$ cat src/rtl/riscv_pkg.sv
// Shared core constants: ALU control codes and default datapath widths.
// Imported by the execute-stage issue register and its bypass mux.
package riscv_pkg;

    localparam int DATA_W = 32;
    localparam int ADDR_W = 5;

    localparam logic [2:0] ALU_ADD = 3'b000;
    localparam logic [2:0] ALU_SUB = 3'b001;
    localparam logic [2:0] ALU_AND = 3'b010;
    localparam logic [2:0] ALU_OR  = 3'b011;
    localparam logic [2:0] ALU_SLT = 3'b101;

endpackage

$ cat src/rtl/fwd_mux.sv
// Per-operand writeback bypass: compare source index against wb_rd, select.
// Bypass is compiled in only when FORWARD_EN is defined; else pass-through.
module fwd_mux
    import riscv_pkg::*;
#(
    parameter int DATA_WIDTH = DATA_W,
    parameter int ADDR_WIDTH = ADDR_W
) (
    input  logic                  wb_valid,
    input  logic [ADDR_WIDTH-1:0] wb_rd,
    input  logic [DATA_WIDTH-1:0] wb_data,
    input  logic [ADDR_WIDTH-1:0] addr,
    input  logic [DATA_WIDTH-1:0] data,
    output logic [DATA_WIDTH-1:0] value
);

`ifdef FORWARD_EN
    logic hit;

    // x0 is hardwired zero, so it never takes a bypass
    assign hit   = wb_valid && (wb_rd != '0) && (wb_rd == addr);
    assign value = hit ? wb_data : data;
`else
    logic unused_wb;

    assign unused_wb = ^{wb_valid, wb_rd, wb_data, addr};
    assign value     = data;
`endif

endmodule

$ cat src/rtl/ex_issue_reg.sv
// Decode-to-ALU issue register: valid/ready handshake, operand select,
// optional writeback bypass at capture and while held (FORWARD_EN).
module ex_issue_reg
    import riscv_pkg::*;
#(
    parameter int DATA_WIDTH = DATA_W,
    parameter int ADDR_WIDTH = ADDR_W
) (
    input  logic                  clk,
    input  logic                  rst_n,
    input  logic                  in_valid,
    output logic                  in_ready,
    input  logic [ADDR_WIDTH-1:0] rs1_addr,
    input  logic [ADDR_WIDTH-1:0] rs2_addr,
    input  logic [DATA_WIDTH-1:0] rs1_data,
    input  logic [DATA_WIDTH-1:0] rs2_data,
    input  logic [DATA_WIDTH-1:0] imm,
    input  logic                  ALUsrc,
    input  logic [2:0]            ALUctrl_in,
    input  logic [ADDR_WIDTH-1:0] rd_addr_in,
    input  logic                  reg_write_in,
    input  logic                  wb_valid,
    input  logic [ADDR_WIDTH-1:0] wb_rd,
    input  logic [DATA_WIDTH-1:0] wb_data,
    input  logic                  flush,
    output logic                  out_valid,
    input  logic                  out_ready,
    output logic [DATA_WIDTH-1:0] ALUop1,
    output logic [DATA_WIDTH-1:0] ALUop2,
    output logic [2:0]            ALUctrl,
    output logic [ADDR_WIDTH-1:0] rd_addr,
    output logic                  reg_write
);

    logic                  valid_q;
    logic [ADDR_WIDTH-1:0] rs1_q;
    logic [ADDR_WIDTH-1:0] rs2_q;
    logic [DATA_WIDTH-1:0] op1_q;
    logic [DATA_WIDTH-1:0] rs2v_q;
    logic [DATA_WIDTH-1:0] imm_q;
    logic                  src_q;
    logic [2:0]            ctrl_q;
    logic [ADDR_WIDTH-1:0] rd_q;
    logic                  rw_q;

    logic                  capture;
    logic [DATA_WIDTH-1:0] op1_nxt;
    logic [DATA_WIDTH-1:0] op2_nxt;

    assign in_ready = !valid_q || out_ready;
    assign capture  = in_valid && in_ready && !flush;

    // One mux per operand: the incoming fields on capture, else the held ones
    fwd_mux #(
        .DATA_WIDTH (DATA_WIDTH),
        .ADDR_WIDTH (ADDR_WIDTH)
    ) u_fwd1 (
        .wb_valid (wb_valid),
        .wb_rd    (wb_rd),
        .wb_data  (wb_data),
        .addr     (capture ? rs1_addr : rs1_q),
        .data     (capture ? rs1_data : op1_q),
        .value    (op1_nxt)
    );

    fwd_mux #(
        .DATA_WIDTH (DATA_WIDTH),
        .ADDR_WIDTH (ADDR_WIDTH)
    ) u_fwd2 (
        .wb_valid (wb_valid),
        .wb_rd    (wb_rd),
        .wb_data  (wb_data),
        .addr     (capture ? rs2_addr : rs2_q),
        .data     (capture ? rs2_data : rs2v_q),
        .value    (op2_nxt)
    );

    // Occupancy: flush wins, then capture, then drain
    always_ff @(posedge clk or negedge rst_n) begin
        if (!rst_n) begin
            valid_q <= 1'b0;
        end else if (flush) begin
            valid_q <= 1'b0;
        end else if (capture) begin
            valid_q <= 1'b1;
        end else if (out_ready) begin
            valid_q <= 1'b0;
        end
    end

    // Payload: load on capture, refresh operands from bypass while occupied
    always_ff @(posedge clk or negedge rst_n) begin
        if (!rst_n) begin
            rs1_q  <= '0;
            rs2_q  <= '0;
            op1_q  <= '0;
            rs2v_q <= '0;
            imm_q  <= '0;
            src_q  <= 1'b0;
            ctrl_q <= ALU_ADD;
            rd_q   <= '0;
            rw_q   <= 1'b0;
        end else if (capture) begin
            rs1_q  <= rs1_addr;
            rs2_q  <= rs2_addr;
            op1_q  <= op1_nxt;
            rs2v_q <= op2_nxt;
            imm_q  <= imm;
            src_q  <= ALUsrc;
            ctrl_q <= ALUctrl_in;
            rd_q   <= rd_addr_in;
            rw_q   <= reg_write_in;
        end else if (valid_q) begin
            op1_q  <= op1_nxt;
            rs2v_q <= op2_nxt;
        end
    end

    assign out_valid = valid_q;
    assign ALUop1    = op1_q;
    assign ALUop2    = src_q ? imm_q : rs2v_q;
    assign ALUctrl   = ctrl_q;
    assign rd_addr   = rd_q;
    assign reg_write = rw_q;

endmodule

$ cat config.mk
export PLATFORM = sky130hd
export DESIGN_NAME = ex_issue_reg
export DESIGN_NICKNAME = d
export VERILOG_FILES = /design/src/rtl/riscv_pkg.sv /design/src/rtl/fwd_mux.sv /design/src/rtl/ex_issue_reg.sv
export SDC_FILE = /design/constraint.sdc
export NUM_CORES = 1
export LEC_CHECK = 0
export ABC_AREA = 1
export CELL_PAD_IN_SITES_DETAIL_PLACEMENT = 1
export CELL_PAD_IN_SITES_GLOBAL_PLACEMENT = 1
export CORE_MARGIN = 4
export CORE_UTILIZATION = 30
export CTS_CLUSTER_SIZE = 10
export DETAILED_ROUTE_END_ITERATION = 6
export PLACE_DENSITY = 0.9
export SLEW_MARGIN = 20
export SYNTH_ARGS = -nofsm -noshare
export SYNTH_HDL_FRONTEND = slang
export SYNTH_SLANG_ARGS = --single-unit
$ cat constraint.sdc
create_clock -name clk -period 2.75 [get_ports clk]
set_clock_uncertainty 0.1 [all_clocks]
set_input_delay 0.825 -clock clk [delete_from_list [all_inputs] [get_ports clk]]
set_output_delay 0.825 -clock clk [all_outputs]
set_load 0.01 [all_outputs]
==> results.md <==
* Core area at 0.0151 mm2
* Worst min-delay path class: reg -> reg
* Post-route minimum period at 2.67 ns
* Clock latency on the worst-skew pair at 0.34 ns
* Distinct cell type count after synthesis at 12
* CP Class: reg -> out
* DRT iter0 DRCs at 194
* Antenna diodes at 0
* CTS root buffer: clkbuf_16
* Final GP Congestion at 0.725
* CP Launch Type: flop
* Met3 global-route usage at 6.60%
* Vias per Instance at 4.69
* Final hold vios at 0
* Clock Sinks at 107
* Routed wire length at 14,700 um
* Post-route clock period utilization at 97.2%
* Area of the mapped netlist at 0.00462 mm2
* Largest net degree at the start of global routing at 108
* Yosys warns at 0
* Worst Setup Slack, final at 0.0763 ns
* Final net count at 895
* Pins Over Slew Limit at 0
* TritonCTS clock tree: done
* Worst-path clk slew at 0.07 ns
* Ports at 234
* GRT met2 Usage at 27.3%
* Rows at 45
* Setup violators final at 0
* Crit-path slowest cell: clkdlybuf4s50_1
* H-Tree Depth at 3
* Initial antenna violation count at 0
* Global-route wire length before repair at 23,600 um
* Largest area contributor in the netlist: dfrtp_1
* Max Cap Viol at 0
* CP arrival at 1.75 ns
* DRT Pass-1 Iters at 4
* Worst Tran Pin Value at 0.632 ns
* Drt wl/cell at 15.9 um
* Syn nets at 726
* Maximum clock path buffer count at 2
* Syn_area_per_cell at 8.14 um2
* Initial Utilization at 30.5%
* Crit-path max FO at 9
* Dpl hpwl at 9890 um
* Setup TNS at 0 ns
* Sequential area share after synthesis at 58.0%
* Routed Antenna Nets at 0
* Port bufs at 185
* Synth top area cells: dfrtp_1 58%, nand2_1 20%, nand3_1 11%
* DRC at 0
* Met1 Use GR at 20.4%
* Die area at 0.0174 mm2
* R2r worst-path depth at 5
* Critical path capture point type: primary output
* Share of the synthesized area in the top cell type at 58.0%
* GRT Resource Usage Total at 16.7%
* RSZ-0062 raised after global routing: true
* PD cells at 625 mW/mm2
* Total grt overflow at 0
* Status: finished clean
* P&R area growth vs syn at 52.0%
* Critical Path RT at 1.83 ns
* Die X-Extent at 132 um
* Number of global-route vias before repair at 4,564
* Seq cells post-synth at 107
* CP peak stage delay at 0.57 ns
* GR peak layer: met2
* Fmax at 0.374 GHz
* TritonCTS buffer count at 9
* Worst-path cell chain: buf_4 -> o21ai_0 -> clkdlybuf4s50_1
* Total power at 4.38 mW
* Post-Synthesis Cells at 567
* Leak at 3.51 nW
* Setup WS pre-CTS at -0.0964 ns
* Via Count at 4,348
* Die Span Y at 132 um
* Max IR drop VDD at 0.000271 V
* Hold buffer count at cts at 0
* Relative max-transition margin at 57.9%
* WHS Path Cells at 2
* Share of cells above drive strength 1 at 4.47%
## timing repair
action | in CTS | in global routing
cloned | 0 | 1
buffers inserted | 0 | 1
endpoints found under the setup margin | 18 | 10
resized for setup | 20 | 5
pin swaps | 0 | 0
hold endpoints to repair | 0 | 0
## cells in the final DEF, fill, tap and decap left out, types with 3 or more instances in the layout
cell | netlist | layout
clkbuf_16 | 0 | 10
clkdlybuf4s50_1 | 0 | 161
o21ai_0 | 32 | 30
dlymetal6s2s_1 | 0 | 4
clkbuf_8 | 0 | 3
dfrtp_1 | 107 | 106
buf_4 | 2 | 7
inv_1 | 33 | 33
nand3_1 | 106 | 106
nand2_1 | 244 | 244
dlygate4sd2_1 | 0 | 19
buf_12 | 0 | 6
## final cells by class
type / instances / area [um2]
Clock buffer: 12 / 267
Clock inverter: 2 / 35.0
Fill cell: 1796 / 8130
Inverter: 34 / 128
Multi-Input combinational cell: 386 / 1650
Sequential cell: 107 / 2680
Tap cell: 188 / 235
Timing Repair Buffer: 198 / 2030
## where the power goes
| part | internal, mW | switching [mW] | total, mW |
|---|---|---|---|
| Combinational | 0.583 | 0.537 | 1.12 |
| Sequential | 1.80 | 0.130 | 1.93 |
| Clock | 0.770 | 0.564 | 1.33 |
| Total | 3.15 | 1.23 | 4.38 |
## metal layers
metal	vias up	routed length (um)
met5	-	0
met4	0	184
met3	12	1210
met2	137	6960
met1	2085	6390
li1	2114	-
## flip-flops by register name, summed over array words and instances, names as in the netlist
signal     cells
ALUctrl        3
ALUop1        32
imm_q         32
out_valid      1
rd_addr        5
reg_write      1
rs2v_q        32
src_q          1
## path summary, 6_finish.rpt
path | from | end | slack [ns]
worst max-delay path | src_q | ALUop2[29] | 0.08
worst min-delay path | rs2v_q[17] | rs2v_q[17] | 0.37
worst max register to register | out_valid | ALUop1[2] | 1.14
worst min register to register | rs2v_q[17] | rs2v_q[17] | 0.37
max in group asynchronous | rst_n | rd_addr[2] | 1.61
min in group asynchronous | rst_n | imm_q[25] | 0.44
## per-stage QoR
stage | instance area, um2 | hold slack, ns | cells | util, %
floorplan | 4620 | 0.342 | 567 | -
finish | 7010 | 0.370 | 927 | 46.3
CTS | 6970 | 0.374 | 925 | 46.0
global placement | 6690 | 0.352 | 911 | 44.2
global route | 7010 | 0.394 | 927 | 46.3
detailed placement | 6690 | 0.358 | 911 | 44.2
## critical path: cells and delay by family (launching register included)
| kind | cells | cell delay (ns) |
|---|---|---|
| AOI/OAI and AO/OA | 1 | 0.17 |
| DFF | 1 | 0.49 |
| buffers and inverters | 2 | 0.75 |
## synthesized netlist by cell type, drive strengths merged
| library cell | number |
|---|---|
| nor2 | 1 |
| inv | 34 |
| clkbuf | 24 |
| nand3 | 106 |
| a21oi | 1 |
| o21ai | 32 |
| buf | 16 |
| nand2 | 246 |
| dfrtp | 107 |
## cell families after synthesis
logic type / Yosys count / synth area share (%)
compound gates: 33 / 3.58
buf+inv: 74 / 6.56
simple gates: 353 / 31.9
flops: 107 / 58.0
No activity file was read; power rests on OpenSTA's default activity.
